File: config.mk
export PLATFORM = sky130hd
export DESIGN_NAME = param_alu_seq
export DESIGN_NICKNAME = d
export VERILOG_FILES = /design/src/rtl/param_alu_pkg.sv /design/src/rtl/toggle_sync_edge.sv /design/src/rtl/param_alu_seq.sv
export SDC_FILE = /design/constraint.sdc
export NUM_CORES = 1
export LEC_CHECK = 0
export BUFFER_PORTS_ARGS = -buffer_cell sky130_fd_sc_hd__buf_4
export CORE_MARGIN = 5
export CORE_UTILIZATION = 45
export DETAILED_ROUTE_END_ITERATION = 8
export PLACE_DENSITY = 0.71
export SLEW_MARGIN = 10
export SYNTH_ARGS = -nofsm -noshare
export SYNTH_HDL_FRONTEND = slang
export SYNTH_SLANG_ARGS = --single-unit
File: constraint.sdc
create_clock -name CLK -period 3.66 [get_ports CLK]
set_input_delay 0.183 -clock CLK [delete_from_list [all_inputs] [get_ports CLK]]
set_output_delay 0.183 -clock CLK [all_outputs]
set_load 0.1 [all_outputs]
File: src/rtl/param_alu_pkg.sv
// Shared opcode and FSM state types plus reset values for the sequential ALU
// and the blocks that drive or decode it.
package param_alu_pkg;

  typedef enum logic [2:0] {
    OP_ADD  = 3'b000,
    OP_AND  = 3'b001,
    OP_NOT  = 3'b010,
    OP_ZERO = 3'b011,
    OP_SUB  = 3'b100,
    OP_OR   = 3'b101,
    OP_XOR  = 3'b110,
    OP_MUL  = 3'b111
  } op_e;

  typedef enum logic [1:0] {
    S_IDLE = 2'd0,
    S_EXEC = 2'd1,
    S_MUL  = 2'd2,
    S_DONE = 2'd3
  } state_e;

  localparam state_e RST_STATE = S_IDLE;
  localparam op_e    RST_OP    = OP_ADD;
  localparam logic   RST_CF    = 1'b0;
  localparam logic   RST_Z     = 1'b1;
  localparam logic   RST_OV    = 1'b0;

  function automatic logic op_is_mul(input op_e op);
    return op == OP_MUL;
  endfunction

endpackage

File: src/rtl/toggle_sync_edge.sv
// Multi-flop synchroniser for a slow asynchronous level (switch/button) with a
// single-cycle rising-edge pulse taken from the last sync flop.
module toggle_sync_edge #(
  parameter int SYNC_STAGES = 2
) (
  input  logic clk_sys,
  input  logic rst_n,
  input  logic async_in,
  output logic rise
);

  logic [SYNC_STAGES-1:0] sync_q, sync_d;
  logic                   dly_q, dly_d;

  always_comb begin
    sync_d = {sync_q[SYNC_STAGES-2:0], async_in};
    dly_d  = sync_q[SYNC_STAGES-1];
  end

  always_ff @(posedge clk_sys or negedge rst_n) begin
    if (!rst_n) begin
      sync_q <= '0;
      dly_q  <= 1'b0;
    end else begin
      sync_q <= sync_d;
      dly_q  <= dly_d;
    end
  end

  assign rise = sync_q[SYNC_STAGES-1] & ~dly_q;

endmodule

File: src/rtl/param_alu_seq.sv
// Triggered N-bit ALU with registered result/flags and an iterative shift-add
// multiplier. Optional signed-overflow flag OV when PARAM_ALU_OVF_EN is defined.
//
//   state  | meaning
//   S_IDLE | waiting for a trigger; operands latched on trigger
//   S_EXEC | single-cycle op computed and registered
//   S_MUL  | one shift-add step per cycle, WIDTH cycles
//   S_DONE | DONE pulse, result already on OUT
module param_alu_seq
  import param_alu_pkg::*;
#(
  parameter int WIDTH       = 4,
  parameter int SYNC_STAGES = 2
) (
  input  logic             CLK,
  input  logic             RST_N,
  input  logic [WIDTH-1:0] IN1,
  input  logic [WIDTH-1:0] IN2,
  input  logic [2:0]       CTRL,
  input  logic             TOGGLE,
  output logic [WIDTH-1:0] OUT,
  output logic             CF,
  output logic             Z,
  output logic             BUSY,
  output logic             DONE
`ifdef PARAM_ALU_OVF_EN
  ,
  output logic             OV
`endif
);

  localparam int                CNT_W    = $clog2(WIDTH);
  localparam logic [CNT_W-1:0]  CNT_LAST = CNT_W'(WIDTH - 1);
  localparam int                MSB      = WIDTH - 1;

  state_e               state_q, state_d;
  logic                 trig;
  op_e                  op_q, op_d;
  logic [WIDTH-1:0]     a_q, a_d, b_q, b_d;
  logic [2*WIDTH-1:0]   prod_q, prod_d, mcand_q, mcand_d, prod_sum;
  logic [WIDTH-1:0]     mplier_q, mplier_d;
  logic [CNT_W-1:0]     cnt_q, cnt_d;
  logic [WIDTH-1:0]     out_q, out_d, alu_res;
  logic                 cf_q, cf_d, z_q, z_d, alu_cf;
  logic                 mul_last;
  logic [WIDTH:0]       sum_w, diff_w;
`ifdef PARAM_ALU_OVF_EN
  logic                 ov_q, ov_d, alu_ov, mul_ov;
  logic [WIDTH-1:0]     mul_hi_s;
`endif

  toggle_sync_edge #(
    .SYNC_STAGES (SYNC_STAGES)
  ) u_sync (
    .clk_sys  (CLK),
    .rst_n    (RST_N),
    .async_in (TOGGLE),
    .rise     (trig)
  );

  assign mul_last = (state_q == S_MUL) && (cnt_q == CNT_LAST);

  always_ff @(posedge CLK or negedge RST_N) begin
    if (!RST_N) state_q <= RST_STATE;
    else        state_q <= state_d;
  end

  always_comb begin
    state_d = state_q;
    unique case (state_q)
      S_IDLE:  if (trig) state_d = op_is_mul(op_e'(CTRL)) ? S_MUL : S_EXEC;
      S_EXEC:  state_d = S_DONE;
      S_MUL:   if (mul_last) state_d = S_DONE;
      S_DONE:  state_d = S_IDLE;
      default: state_d = S_IDLE;
    endcase
  end

  always_comb begin
    BUSY = (state_q != S_IDLE);
    DONE = (state_q == S_DONE);
  end

  always_comb begin
    sum_w   = {1'b0, a_q} + {1'b0, b_q};
    diff_w  = {1'b0, a_q} - {1'b0, b_q};
    alu_res = '0;
    alu_cf  = 1'b0;
    unique case (op_q)
      OP_ADD:  {alu_cf, alu_res} = sum_w;
      OP_AND:  alu_res = a_q & b_q;
      OP_NOT:  alu_res = ~a_q;
      OP_ZERO: alu_res = '0;
      OP_SUB:  begin
        alu_res = diff_w[WIDTH-1:0];
        alu_cf  = diff_w[WIDTH];
      end
      OP_OR:   alu_res = a_q | b_q;
      OP_XOR:  alu_res = a_q ^ b_q;
      default: alu_res = '0;
    endcase
  end

  assign prod_sum = prod_q + (mplier_q[0] ? mcand_q : '0);

`ifdef PARAM_ALU_OVF_EN
  always_comb begin
    alu_ov = 1'b0;
    if (op_q == OP_ADD)
      alu_ov = (a_q[MSB] == b_q[MSB]) && (sum_w[MSB] != a_q[MSB]);
    else if (op_q == OP_SUB)
      alu_ov = (a_q[MSB] != b_q[MSB]) && (diff_w[MSB] != a_q[MSB]);
  end

  // Signed high half = unsigned high half minus each operand where the other is negative.
  always_comb begin
    mul_hi_s = prod_sum[2*WIDTH-1:WIDTH]
             - (a_q[MSB] ? b_q : '0)
             - (b_q[MSB] ? a_q : '0);
    mul_ov   = !(((mul_hi_s == '0) && !prod_sum[MSB]) ||
                 ((mul_hi_s == '1) &&  prod_sum[MSB]));
  end
`endif

  always_comb begin
    op_d     = op_q;
    a_d      = a_q;
    b_d      = b_q;
    prod_d   = prod_q;
    mcand_d  = mcand_q;
    mplier_d = mplier_q;
    cnt_d    = cnt_q;
    out_d    = out_q;
    cf_d     = cf_q;
    z_d      = z_q;
`ifdef PARAM_ALU_OVF_EN
    ov_d     = ov_q;
`endif
    unique case (state_q)
      S_IDLE: begin
        if (trig) begin
          op_d     = op_e'(CTRL);
          a_d      = IN1;
          b_d      = IN2;
          prod_d   = '0;
          mcand_d  = {{WIDTH{1'b0}}, IN1};
          mplier_d = IN2;
          cnt_d    = '0;
        end
      end
      S_EXEC: begin
        out_d = alu_res;
        cf_d  = alu_cf;
        z_d   = (alu_res == '0);
`ifdef PARAM_ALU_OVF_EN
        ov_d  = alu_ov;
`endif
      end
      S_MUL: begin
        prod_d   = prod_sum;
        mcand_d  = mcand_q << 1;
        mplier_d = mplier_q >> 1;
        cnt_d    = cnt_q + 1'b1;
        if (mul_last) begin
          out_d = prod_sum[WIDTH-1:0];
          cf_d  = |prod_sum[2*WIDTH-1:WIDTH];
          z_d   = (prod_sum[WIDTH-1:0] == '0);
`ifdef PARAM_ALU_OVF_EN
          ov_d  = mul_ov;
`endif
        end
      end
      default: ;
    endcase
  end

  always_ff @(posedge CLK or negedge RST_N) begin
    if (!RST_N) begin
      op_q     <= RST_OP;
      a_q      <= '0;
      b_q      <= '0;
      prod_q   <= '0;
      mcand_q  <= '0;
      mplier_q <= '0;
      cnt_q    <= '0;
      out_q    <= '0;
      cf_q     <= RST_CF;
      z_q      <= RST_Z;
`ifdef PARAM_ALU_OVF_EN
      ov_q     <= RST_OV;
`endif
    end else begin
      op_q     <= op_d;
      a_q      <= a_d;
      b_q      <= b_d;
      prod_q   <= prod_d;
      mcand_q  <= mcand_d;
      mplier_q <= mplier_d;
      cnt_q    <= cnt_d;
      out_q    <= out_d;
      cf_q     <= cf_d;
      z_q      <= z_d;
`ifdef PARAM_ALU_OVF_EN
      ov_q     <= ov_d;
`endif
    end
  end

  assign OUT = out_q;
  assign CF  = cf_q;
  assign Z   = z_q;
`ifdef PARAM_ALU_OVF_EN
  assign OV  = ov_q;
`endif

endmodule

[Word level (Yosys, flattened, before mapping)]
Index checks and enable logic that the tools add are counted.
Word-level totals
  register bits: 44
  input bits: 14
  output and inout port bits: 8
  word-level logic and storage cells: 69
Operators by class
  add/subtract/negate cells: 4
  equality and inequality tests: 12
  muxes and demuxes: 21
  bitwise gates (word level): 6
  reductions and logical operators: 13
Operator list (number)
  one-hot mux 8 bit (2 select lines): 2
  2-to-1 mux 8 bit: 3
  one-hot mux 4 bit (6 select lines): 1
  one-hot mux 4 bit (2 select lines): 2
  equality test 3 bit (second input constant): 4
  adder 8 bit: 1
  zero test 4 bit: 2
  2-to-1 mux 2 bit: 4
  2-to-1 mux 4 bit: 2
  one-hot mux 2 bit (4 select lines): 1
  AND reduction 2 bit: 4
  equality test 2 bit (second input constant): 3
  one-hot mux 1 bit (2 select lines): 3
  nonzero test 2 bit: 3
  adder 4 x 4 -> 5 bit: 1
  subtractor 4 x 4 -> 5 bit: 1
  bitwise AND 4 bit: 1
  inequality test 2 bit (second input constant): 2
  inverter 4 bit: 1
  OR 4 bit: 1
  one-hot mux 2 bit (2 select lines): 1
  OR reduction 4 bit: 1
  bitwise XOR 4 bit: 1
  equality test 3 x 1 -> 1 bit (second input constant): 1
  other kinds (9): 10

[Depth between registers and ports, before layout]
  word-level depth: 5
  mapped depth: 9

[Hierarchy]
A second synthesis with hierarchy kept.
Second synthesis, totals
  cell total of the unflattened synthesis: 274
  area, all modules: 2692.6 um^2
Modules (own cells, without submodules)
  param_alu_seq: instances 1, cells each 270, area each 2603.7 um^2
  toggle_sync_edge: instances 1, cells each 4, area each 88.8 um^2

[Worst setup path before layout]
OpenSTA, ideal clock, no wires.
  kind: register -> register
  start: reg state_q[1]
  end: reg mcand_q[3]
  setup time: 0.136 ns
  arrival time: 2.359 ns
  path slack: 1.165 ns
  stages on the path, launching flop included: 8
  clock period less this slack: 2.495 ns
  cells stage by stage: dfrtp_1 > inv_1 > ha_1 > inv_1 > or2_2 > a21boi_1 > clkbuf_1 > o21ai_0
On the way
  cells in the longest elaborated chain, start to end: 3
  elaborated cells between the ends (all ways): 6
RTL lines
  start, declared: line param_alu_seq.sv:36  | state_e state_q, state_d;
  start signal, assigned: line param_alu_seq.sv:65  | else state_q <= state_d;
  equality test 2 bit / zero test 2 bit (equally long branches): line param_alu_seq.sv:139  | unique case (state_q)
  nonzero test 2 bit (no line) / inequality test 2 bit (equally long branches)
  AND reduction 2 bit (no line)
  end signal, assigned: line param_alu_seq.sv:197  | mcand_q <= mcand_d;
  end, declared: line param_alu_seq.sv:40  | logic [2*WIDTH-1:0] prod_q, prod_d, mcand_q, mcand_d, prod_sum;
Parallel ways exist; a longest one is shown, timed or not.
A chain may end at the register's enable or synchronous reset.

[Worst setup path after layout]
  start: reg mplier_q[0]
  end: reg cf_q, in the netlist CF
On the way
  cells in the longest elaborated chain, start to end: 5
RTL lines
  start, declared: line param_alu_seq.sv:41  | logic [WIDTH-1:0] mplier_q, mplier_d;
  start signal, assigned: line param_alu_seq.sv:198  | mplier_q <= mplier_d;
  2-to-1 mux 8 bit: line param_alu_seq.sv:104  | assign prod_sum = prod_q + (mplier_q[0] ? mcand_q : '0);
  adder 8 bit: line param_alu_seq.sv:104
  OR reduction 4 bit: line param_alu_seq.sv:166  | cf_d = |prod_sum[2*WIDTH-1:WIDTH];
  2-to-1 mux 1 bit: line param_alu_seq.sv:164  | if (mul_last) begin
  one-hot mux 1 bit (2 select lines): line param_alu_seq.sv:139
  end signal, assigned: line param_alu_seq.sv:187  | cf_q <= RST_CF;
  end signal, assigned: line param_alu_seq.sv:201  | cf_q <= cf_d;
  end, declared: line param_alu_seq.sv:44  | logic cf_q, cf_d, z_q, z_d, alu_cf;
No other way between the ends. The select of a mux whose other input is x is not followed.

==> run_results.csv <==
group,metric,value,unit
detailed_routing,drt_first_iter_violations,105,
worst_hold_path,hold_path_class,"input pin to flop",
floorplanning,rows,28,
placed_design,portBuffers,21,
detailed_routing,drt-pass1-iter-count,4,
yosys,yosysWarningCount,0,
layout,layout-drive-gt1-share,0.181,
run_status,status,"complete, no violations",
setup_path,required,3.85,ns
setup_path,path_buf_inv,0,
floorplanning,die_w,87.1,um
setup_path,critPathMaxFanout,9,
run,drv_cap,0,
placed_design,dp_hpwl,4.08,mm
floorplanning,fp.dieH,87.1,um
sta,rsz0062_at_grt,"no",
yosys,syn-num-nets,298,
placed_design,gp_congestion,0.834,
yosys,postSynthRegisterBits,44,
floorplanning,core_area,5850,um^2
layout,layout_common_cells,"43 x dfrtp_1, 23 x nand2_1, 23 x ha_1, 23 x buf_4, 20 x o21ai_0",
clocking,clkLatencyLatePin,0.31,ns
setup_path,cp_slowest_cell,"dfrtp_1",
yosys,yosysSeqAreaShare,0.412,
clocking,cts.path.max_buffers,2,
yosys,syn_avg_cell_area,10.4,um^2
clocking,hold_buffers,2,
setup_path,crit_family,"adder cells",
sta,setup-tns-final,0,ns
floorplanning,start_util,0.457,
floorplanning,die-area,7590,um^2
detailed_routing,drc,0,
clocking,ctsResizeCount,0,
global_routing,grt_pass1_vias,1949,
placed_design,place_ws,1.27,ns
sta,finalSetupViolCount,0,
global_routing,grt.overflow.total,0,
yosys,synthFlopType,"dfrtp_1",
clocking,cts_tree,"yes",
sta,setup_slack,1.25,ns
detailed_routing,wl_per_cell,15.2,um
setup_path,worstPathCellList,"and2_1 -> ha_1 -> fa_1 -> a21o_1 -> a21oi_1 -> xnor2_1 -> or3_1 -> o31a_1",
floorplanning,io_pins,22,
sta,slew_viol_final,0,
clocking,clkTransAtPathRegs,0.09,ns
layout,area_growth_syn_to_layout,12.6,%
clocking,cts_buffers,5,
detailed_routing,wirelength,5.43,mm
detailed_routing,final_antenna_net_count,0,
yosys,netlist_area,2680,um^2
yosys,async_flop_share,1.00,
global_routing,grt_usage,0.159,
clocking,htreeDepth,2,
global_routing,grt_pass1_wl,9.37,mm
sta,period_share,0.660,
yosys,synth_edf_count,0,
setup_path,cp.arrival,2.61,ns
setup_path,crit_path_max_incr_delay,0.45,ns
global_routing,grt_max_degree,45,
clocking,clockRootBuffer,"clkbuf_8",
sta,hold_viol,0,
layout,nets,320,
setup_path,path_class,"flop to flop",
clocking,post_cts_buffers,0,
yosys,postSynthCellCount,258,
setup_path,end_kind,"flop",
detailed_routing,via_count,1952,
layout,fill_cells,536,
detailed_routing,avgViaCountPerCell,5.48,
global_routing,antenna_found_initial,0,
setup_path,startpoint_type,"flop",
sta,worst_pin_slew,0.954,ns
layout,n_antenna_cell,0,
layout,layout_commonest_cell,"dfrtp_1",
sta,period_needed,2.41,ns
sta,worst_clock_skew,0.0121,ns
sta,max_slew_margin,0.364,
sta,max_freq,414,MHz
yosys,synthDistinctLibCells,49,
clocking,cts_sinks,44,
-- synthesized netlist by cell type, types with 2 or more instances --
cell	number	area share
a21o_1	4	0.011
o21ai_0	20	0.037
o211ai_1	3	0.0084
and2_1	8	0.019
xor2_1	4	0.013
mux2i_1	9	0.034
nor2b_1	3	0.0070
nand2_1	23	0.032
nor2_1	5	0.0070
a22o_1	11	0.036
o2bb2ai_1	2	0.0065
inv_1	16	0.022
fa_1	3	0.022
o21bai_1	2	0.0056
a22oi_1	2	0.0056
nand2b_1	4	0.0094
o21a_1	2	0.0056
nor3_1	2	0.0037
mux2_2	14	0.059
ha_1	23	0.11
clkbuf_1	8	0.011
or3_1	2	0.0047
nand4_1	3	0.0070
dfrtp_1	43	0.40
a21oi_1	12	0.022
xnor2_1	7	0.023
-- final cells by class --
cell class	instances	area, um^2	share of cell area
Clock buffer	5	68.8	0.0228
Tap cell	75	93.8	0.0311
Clock inverter	3	21.3	0.00706
Timing Repair Buffer	25	193	0.0640
Sequential cell	44	1100	0.366
Inverter	16	60.1	0.0199
Multi-Input combinational cell	188	1470	0.489
-- worst reg2reg max path, delay by kind of cell (launching register included) --
kind,cells,cell delay (ns)
adders and majority gates,2,0.63
AOI/OAI and AO/OA,3,0.63
and+or+nand+nor,2,0.49
DFF,1,0.45
xor gates and xnor gates,1,0.11
-- through the flow --
stage	cells	area [um^2]	hold slack, ns	utilization
after global routing	356	3010	0.115	0.515
after global placement	346	2900	0.209	0.496
after CTS	356	3010	0.115	0.515
after floorplan	258	2680	-0.113	-
final	356	3010	0.122	0.515
after detailed placement	346	2900	0.217	0.496
-- state kept, by name, summed over array words and instances (netlist names) --
| register | flops |
|---|---|
| CF | 1 |
| OUT | 4 |
| Z | 1 |
| a_q | 4 |
| b_q | 4 |
| cnt_q | 2 |
| mcand_q | 8 |
| mplier_q | 4 |
| op_q | 3 |
| prod_q | 8 |
| state_q | 2 |
| u_sync.dly_q | 1 |
| u_sync.sync_q | 2 |
-- metal layers --
metal	share of wire	up-vias	global-route usage
met5	0	-	0
met4	0.016	0	0.0558
met3	0.055	9	0.0350
met2	0.45	48	0.244
li1	-	963	-
met1	0.48	932	0.221
-- worst paths after layout --
check                                       from                to  depth (start not counted)  slack [ns]
worst max-delay path                 mplier_q[0]                CF                          8        1.25
worst min-delay path                     CTRL[2]           op_q[2]                          2        0.12
worst max register to register       mplier_q[0]                CF                          8        1.25
worst min register to register  u_sync.sync_q[0]  u_sync.sync_q[1]                          0        0.35
max in group asynchronous                  RST_N      u_sync.dly_q                          2        2.87
min in group asynchronous                  RST_N          cnt_q[0]                          2        0.40
-- cell families after synthesis --
| kind of cell | count (synthesis) | share of synthesized area |
|---|---|---|
| adder cells (fa/ha/maj) | 26 | 0.130 |
| buffers and inverters | 26 | 0.0369 |
| flip-flops | 44 | 0.412 |
| multiplexers | 23 | 0.0926 |
| AND/OR/NAND/NOR | 54 | 0.0992 |
| XOR/XNOR | 11 | 0.0360 |
| AO/OA/AOI/OAI | 74 | 0.193 |
Power is not shown: default switching activity piles up to over one toggle a cycle in this logic, so the estimate is an artifact.
